File: config.mk
export PLATFORM = sky130hd
export DESIGN_NAME = motor_arm_sequencer
export DESIGN_NICKNAME = d
export VERILOG_FILES = /design/src/rtl/motor_arm_sequencer.sv
export SDC_FILE = /design/constraint.sdc
export NUM_CORES = 1
export LEC_CHECK = 0
export CAP_MARGIN = 20
export CORE_ASPECT_RATIO = 1.5
export CORE_MARGIN = 4
export CORE_UTILIZATION = 55
export CTS_CLUSTER_DIAMETER = 30
export CTS_CLUSTER_SIZE = 28
export DETAILED_ROUTE_END_ITERATION = 8
export HOLD_SLACK_MARGIN = 0.12
export PLACE_DENSITY = 0.83
export SYNTH_ARGS = -nofsm -noshare
export SYNTH_HDL_FRONTEND = slang
export SYNTH_SLANG_ARGS = --single-unit
File: constraint.sdc
create_clock -name us_clk -period 4.6 [get_ports us_clk]
set_input_delay 1.15 -clock us_clk [delete_from_list [all_inputs] [get_ports us_clk]]
set_output_delay 1.15 -clock us_clk [all_outputs]
set_load 0.01 [all_outputs]
File: src/rtl/motor_arm_sequencer.sv
`timescale 1ns/1ps
// -----------------------------------------------------------------------------
// motor_arm_sequencer
//
// Gates receiver throttle onto the motor rate path feeding pwm_generator.
// Enforces the ESC arm sequence: the arm switch must be on and the throttle
// must stay low for ARM_HOLD_US cycles before the motor output is released.
// The block also handles disarm, and it enters failsafe when receiver frames
// stop arriving. motor_1_rate is 0 in every state except ARMED.
//
// Optional feature macro: MOTOR_SLEW_LIMIT_EN
//   Defined     : in ARMED the rate approaches thr_q by at most SLEW_STEP
//                 once every SLEW_PERIOD_US cycles (parameters exist only here).
//   Not defined : in ARMED the rate tracks thr_q directly.
//
// Ports
//   us_clk         in   1  1 MHz clock, all logic on posedge
//   resetn         in   1  asynchronous active-low reset
//   throttle_val   in   8  receiver throttle, sampled when throttle_valid=1
//   throttle_valid in   1  one-cycle pulse per completed receiver frame
//   arm_req        in   1  arm switch (asynchronous, 2-flop synchronised)
//   motor_1_rate   out  8  gated rate to pwm_generator
//   armed          out  1  state == ARMED
//   failsafe       out  1  state == FAILSAFE
//   seq_state      out  2  00 DISARMED, 01 ARMING, 10 ARMED, 11 FAILSAFE
// -----------------------------------------------------------------------------
module motor_arm_sequencer #(
  parameter logic [7:0]  THR_LOW_MAX      = 8'd10,
  parameter int unsigned ARM_HOLD_US      = 2_000_000,
  parameter int unsigned FRAME_TIMEOUT_US = 100_000
`ifdef MOTOR_SLEW_LIMIT_EN
  ,
  parameter logic [7:0]  SLEW_STEP        = 8'd4,
  parameter int unsigned SLEW_PERIOD_US   = 1000
`endif
) (
  input  logic       us_clk,
  input  logic       resetn,
  input  logic [7:0] throttle_val,
  input  logic       throttle_valid,
  input  logic       arm_req,
  output logic [7:0] motor_1_rate,
  output logic       armed,
  output logic       failsafe,
  output logic [1:0] seq_state
);

  localparam int FRAME_W = $clog2(FRAME_TIMEOUT_US + 1);
  localparam int HOLD_W  = $clog2(ARM_HOLD_US + 1);

  typedef enum logic [1:0] {
    ST_DISARMED = 2'b00,
    ST_ARMING   = 2'b01,
    ST_ARMED    = 2'b10,
    ST_FAILSAFE = 2'b11
  } state_t;

  state_t             r_state;
  state_t             w_state_nxt;
  logic               r_arm_s1;
  logic               r_arm_s2;
  logic [7:0]         r_thr_q;
  logic               r_seen_frame;
  logic [FRAME_W-1:0] r_frame_cnt;
  logic [HOLD_W-1:0]  r_hold_cnt;
  logic [7:0]         r_rate;
  logic [7:0]         w_rate_nxt;
  logic               r_armed;
  logic               r_failsafe;
  logic               w_timeout;
  logic               w_thr_low;
  logic               w_hold_done;

`ifdef MOTOR_SLEW_LIMIT_EN
  localparam int SLEW_W = $clog2(SLEW_PERIOD_US + 1);

  logic [SLEW_W-1:0]  r_slew_cnt;
  logic [SLEW_W-1:0]  w_slew_nxt;

  // One slew step toward the target. The difference is formed in 9-bit
  // signed arithmetic, so neither direction can wrap the 8-bit rate.
  function automatic logic [7:0] f_slew_step(input logic [7:0] cur,
                                             input logic [7:0] tgt);
    logic signed [8:0] diff;
    logic signed [8:0] step;
    diff = $signed({1'b0, tgt}) - $signed({1'b0, cur});
    step = $signed({1'b0, SLEW_STEP});
    if (diff > step) begin
      f_slew_step = cur + SLEW_STEP;
    end else if (diff < -step) begin
      f_slew_step = cur - SLEW_STEP;
    end else begin
      f_slew_step = tgt;
    end
  endfunction
`endif

  // A frame arriving on the saturation cycle suppresses the timeout.
  assign w_timeout   = (r_frame_cnt == FRAME_W'(FRAME_TIMEOUT_US)) && !throttle_valid;
  assign w_thr_low   = (r_thr_q <= THR_LOW_MAX);
  assign w_hold_done = (r_hold_cnt == HOLD_W'(ARM_HOLD_US - 1));

  // Input capture: arm switch synchroniser, throttle hold, and frame watchdog.
  always_ff @(posedge us_clk or negedge resetn) begin
    if (!resetn) begin
      r_arm_s1     <= 1'b0;
      r_arm_s2     <= 1'b0;
      r_thr_q      <= 8'd0;
      r_seen_frame <= 1'b0;
      r_frame_cnt  <= '0;
    end else begin
      r_arm_s1 <= arm_req;
      r_arm_s2 <= r_arm_s1;
      if (throttle_valid) begin
        r_thr_q      <= throttle_val;
        r_seen_frame <= 1'b1;
        r_frame_cnt  <= '0;
      end else if (r_frame_cnt != FRAME_W'(FRAME_TIMEOUT_US)) begin
        r_frame_cnt <= r_frame_cnt + FRAME_W'(1);
      end
    end
  end

  // State register
  always_ff @(posedge us_clk or negedge resetn) begin
    if (!resetn) begin
      r_state <= ST_DISARMED;
    end else begin
      r_state <= w_state_nxt;
    end
  end

  // Next state. Priority: timeout, then switch off, then the per-state rule.
  // DISARMED ignores the timeout apart from refusing to start arming.
  always_comb begin
    w_state_nxt = r_state;
    case (r_state)
      ST_DISARMED: begin
        if (r_arm_s2 && r_seen_frame && w_thr_low && !w_timeout) begin
          w_state_nxt = ST_ARMING;
        end
      end
      ST_ARMING: begin
        if (w_timeout) begin
          w_state_nxt = ST_FAILSAFE;
        end else if (!r_arm_s2 || !w_thr_low) begin
          w_state_nxt = ST_DISARMED;
        end else if (w_hold_done) begin
          w_state_nxt = ST_ARMED;
        end
      end
      ST_ARMED: begin
        if (w_timeout) begin
          w_state_nxt = ST_FAILSAFE;
        end else if (!r_arm_s2) begin
          w_state_nxt = ST_DISARMED;
        end
      end
      ST_FAILSAFE: begin
        // Resumed frames do not clear failsafe; only switching off does.
        if (!w_timeout && !r_arm_s2) begin
          w_state_nxt = ST_DISARMED;
        end
      end
      default: w_state_nxt = ST_DISARMED;
    endcase
  end

  // Hold counter: zero on the ARMING entry edge, then +1 per ARMING cycle,
  // so ARMED appears exactly ARM_HOLD_US cycles after ARMING appears.
  always_ff @(posedge us_clk or negedge resetn) begin
    if (!resetn) begin
      r_hold_cnt <= '0;
    end else if (r_state == ST_ARMING) begin
      r_hold_cnt <= r_hold_cnt + HOLD_W'(1);
    end else begin
      r_hold_cnt <= '0;
    end
  end

  // Rate is derived from the next state, so leaving ARMED zeroes the rate
  // on the same edge that the state changes.
  always_comb begin
    w_rate_nxt = 8'd0;
`ifdef MOTOR_SLEW_LIMIT_EN
    w_slew_nxt = '0;
    if (w_state_nxt == ST_ARMED && r_state == ST_ARMED) begin
      if (r_slew_cnt == SLEW_W'(SLEW_PERIOD_US - 1)) begin
        w_rate_nxt = f_slew_step(r_rate, r_thr_q);
      end else begin
        w_rate_nxt = r_rate;
        w_slew_nxt = r_slew_cnt + SLEW_W'(1);
      end
    end
`else
    if (w_state_nxt == ST_ARMED) begin
      w_rate_nxt = r_thr_q;
    end
`endif
  end

  // Registered outputs
  always_ff @(posedge us_clk or negedge resetn) begin
    if (!resetn) begin
      r_rate     <= 8'd0;
      r_armed    <= 1'b0;
      r_failsafe <= 1'b0;
    end else begin
      r_rate     <= w_rate_nxt;
      r_armed    <= (w_state_nxt == ST_ARMED);
      r_failsafe <= (w_state_nxt == ST_FAILSAFE);
    end
  end

`ifdef MOTOR_SLEW_LIMIT_EN
  // Slew timer free-runs while ARMED and is cleared in all other states.
  always_ff @(posedge us_clk or negedge resetn) begin
    if (!resetn) begin
      r_slew_cnt <= '0;
    end else begin
      r_slew_cnt <= w_slew_nxt;
    end
  end
`endif

  assign motor_1_rate = r_rate;
  assign armed        = r_armed;
  assign failsafe     = r_failsafe;
  assign seq_state    = r_state;

endmodule
Yosys cells after proc, flatten, opt, wreduce, memory -nomap -nowiden
Index checks and enable logic that the tools add are counted.

Register bits: 61. Input port bits: 12. Output and inout port bits: 12. Logic and storage cells: 45.

Add/sub/neg operators: 2. $lt $le $gt $ge: 1. Equality and inequality tests: 8. Multiplexer cells: 12. Reductions and logical operators: 12.

Operators by type and width (number): 17-bit 2-to-1 mux (2); 21-bit by 1-bit adder with 21-bit output (second input constant) (1); 21-bit == test (second input constant) (1); 21-bit 2-to-1 mux (1); 17-bit by 1-bit adder with 17-bit output (second input constant) (1); 17-bit == test (second input constant) (1); 17-bit inequality test (second input constant) (1); 2-bit 2-to-1 mux (7); 2-bit == test (second input constant) (4); 8-bit by 4-bit less-or-equal comparator with 1-bit output (second input constant) (1); 8-bit 2-to-1 mux (1); 2-bit one-hot mux with 4 select lines (1); 1-bit logical AND (5); 1-bit logical NOT (4); 2-bit by 1-bit == test with 1-bit output (second input constant) (1); 2-bit logical NOT (1); 2-bit nonzero test (1); 1-bit logical OR (1).

Logic depth before layout (Yosys ltp)
Depth after elaboration: 8. Mapped depth: 6. Depth with buffers taken out: 6.

Worst setup path after synthesis
Ideal clock, no wire load.

Kind: input-to-reg. Start point: in throttle_valid. End point: reg r_thr_q[0]. Setup time: 125 ps. Arrival time: 2084 ps. Path slack: 2391 ps. Cell stages on the path: 3. Path buffers: 2. Path through: clkbuf_1 > clkbuf_1 > mux2_2.

RTL lines: start, declared (RTL line 40) `input logic throttle_valid,`; end signal, assigned (RTL line 115) `r_thr_q <= throttle_val;`; end, declared (RTL line 62) `logic [7:0] r_thr_q;`.

No word-level cell between the ends.

Final worst setup path
Start point: reg r_state[1], in the netlist seq_state[1]. End point: out seq_state[1].

RTL lines: start, declared (RTL line 58) `state_t r_state;`; start signal, assigned (RTL line 129) `r_state <= w_state_nxt;`; end, declared (RTL line 45) `output logic [1:0] seq_state`.

No word-level cell between the ends.

==> flow_summary.toml <==
[global_routing]
grt_pass1_wl_mm = 9.80
grt_pass1_vias = 2123
antenna_found_initial = 0
grt_usage_pct = 19.6
grt_max_degree = 34
overflow = 0

[floorplan]
die_x_um = 68.0
row_count = 32
die-area_um2 = 6650
coreArea_um2 = 5200
ios = 24
initial_utilization_pct = 57.0
die_h_um = 97.9

[clocking]
clockBufferDepth = 2
cts_setup_buffers = 0
clkLatencyLatePin_ns = 0.34
ctsHoldBuffers = 0
clk_pin_slew_ns = 0.06
cts_root_buf = "clkbuf_8"
clock_sinks = 61
post_cts_resized = 0
cts_tree = "built"
htreeDepth = 3
cts_buffers = 9

[yosys]
ys_ff_latch = 61
synth_top_area_share_pct = 51.5
yosys_warnings = 0
syn_nets = 286
seq_area_frac_synth_pct = 51.5
synth_edf_count = 0
ys_types = 52
yosys.area.top_type = "dfrtp_1"
async_flop_share_pct = 100
synth.top_cells.by_area = "dfrtp_1 (51%), nor2_1 (3.5%), xnor2_1 (3.5%), nor3b_2 (3.4%), mux2_1 (2.3%)"
syn_area_um2 = 2970
synth_area_per_cell_um2 = 10.9
synthCells = 271
synth_flop_cell = "dfrtp_1"

[final_layout]
layout_common_cells = "dfrtp_1 (61), nor2_1 (28), clkdlybuf4s50_1 (22)"
layout_commonest_cell = "dfrtp_1"
fill_cells = 391
areaGrowthSynthToFinish_pct = 17.6
fin_area_um2 = 3490
fin_nets = 313
final_cells = 371
antenna_cells = 0
layout-drive-gt1-share_pct = 13.2

[worst_setup_path]
critical_path.max_fanout = 8
crit_slowest_cell = "clkdlybuf4s50_1"
critical_path.cell_chain = "clkdlybuf4s50_1"
reg2reg_to = "motor_1_rate[5]"
cp.required_ns = 3.45
r2r_cells = 4
critPathKind = "reg2out"
critPathMaxStageDelay_ns = 0.59
critical-path-top-delay-family = "buffers and inverters"
crit_path_start_kind = "flip-flop"
ff2ff_setup_slack_ns = 2.60
end_kind = "output port"
cp.buffers_inverters = 1
crit_arrival_ns = 1.39
reg2reg_from = "seq_state[1]"

[sta]
fin_crit_sh_pct = 55.3
hold_viol = 0
tns_ns = 0
drv_slew = 0
clock_skew_ns = 0.00898
relSlewSlack_pct = 43.6
worst_pin_slew_ns = 0.845
finalCriticalPeriod_ns = 2.54
rsz0062_at_grt = "no"
fmax_mhz = 393
setup_viol = 0
fin_ws_ns = 2.06

[detailed_routing]
wirelength_mm = 5.76
drt-pass1-iter-count = 5
drtIter0Drc = 86
postRouteAntennaNets = 0
via_count = 2173
via_per_inst = 5.86
wire_per_inst_um = 15.5
route.detailed.drc = 0

[pwr]
p_total_uw = 1180
power_density_nw_per_um2 = 339
p_leak_uw = 0.00142
ir_drop_uv = 255

[hold_path]
min_to = "r_arm_s2"
hold_class = "reg2reg"
whs_path_depth = 0
hold_start = "r_arm_s1"

[place]
place_ws_ns = 2.11
dp.cells = 355
dpl.hpwl_mm = 4.06
port_buffers = 23
postPlaceCellArea_um2 = 3250
place_congestion = 0.761

[run_status]
run_status = "complete, no violations"

[flow_run]
cap_violations = 0
==> kinds of logic (layout without fill, tap and decap cells) <==
| family | after synthesis | count (layout) | share of synthesized area, % |
|---|---|---|---|
| buf+inv | 17 | 49 | 2.45 |
| flops | 61 | 61 | 51.5 |
| mux | 10 | 10 | 3.76 |
| simple gates | 122 | 122 | 26.1 |
| fa+ha+maj | 3 | 3 | 1.27 |
| compound gates | 39 | 39 | 9.33 |
| xor+xnor | 19 | 19 | 5.61 |
==> state kept, by name (all words and copies together), names as in the netlist <==
signal and flops:
r_thr_q 8, motor_1_rate 8, r_frame_cnt 17, r_seen_frame 1, seq_state 2, r_hold_cnt 21
r_arm_s2 1, failsafe 1, r_arm_s1 1, armed 1
==> worst max path at each step <==
stage / depth (start not counted) / end / startpoint
2_1_floorplan: 3 / r_thr_q[0] / throttle_valid
3_3_place_gp: 5 / r_frame_cnt[14] / throttle_valid
3_5_place_dp: 5 / r_frame_cnt[14] / throttle_valid
4_1_cts: 1 / seq_state[1] / seq_state[1]
5_1_grt: 1 / seq_state[1] / seq_state[1]
6_report: 1 / seq_state[1] / seq_state[1]
==> final cells by class <==
| cell class | count | area [µm²] | area share (%) |
|---|---|---|---|
| Multi-Input combinational cell | 193 | 1370 | 39.2 |
| Tap cell | 68 | 85.1 | 2.44 |
| Clock buffer | 12 | 145 | 4.16 |
| Timing Repair Buffer | 25 | 240 | 6.89 |
| Clock inverter | 4 | 95.1 | 2.73 |
| Sequential cell | 61 | 1530 | 43.8 |
| Inverter | 8 | 30.0 | 0.861 |
==> worst register-to-register path: stages, from the launching register on <==
cell and delay, ns:
dfrtp_1 0.46, nand2b_1 0.57, a2111oi_4 0.47, o22ai_4 0.22
nor3b_2 0.21
==> synthesized netlist by cell type (6+ instances only) <==
master and n:
mux2_1 6, and2_1 6, nand2_1 11, clkbuf_1 6, and3_1 6, inv_1 8
xor2_1 7, o21ai_0 8, nor3b_2 8, or3_1 7, a21oi_1 13, dfrtp_1 61
xnor2_1 12, nand4_1 9, nand3_1 10, nor2_1 28
==> where the power goes <==
group          internal, µW  switching (µW)  leakage [µW]
Clock                   374             200      0.000121
Combinational          24.1            26.9      0.000473
Sequential              547            10.2      0.000822
==> metal layers <==
layer | GRT usage, % | vias up | wire, µm
li1 | - | 1035 | -
met1 | 24.4 | 1095 | 2300
met2 | 31.4 | 36 | 3190
met3 | 5.52 | 7 | 189
met4 | 8.12 | 0 | 79
met5 | 0 | - | 0
==> through the flow <==
step                      hold WS (ns)  util, %
after floorplan                  0.331        -
final                            0.351     67.0
after CTS                        0.354     67.0
after global placement           0.336     62.4
after detailed placement         0.340     62.4
after global routing             0.366     67.0
No activity file was read; power rests on OpenSTA's default activity.
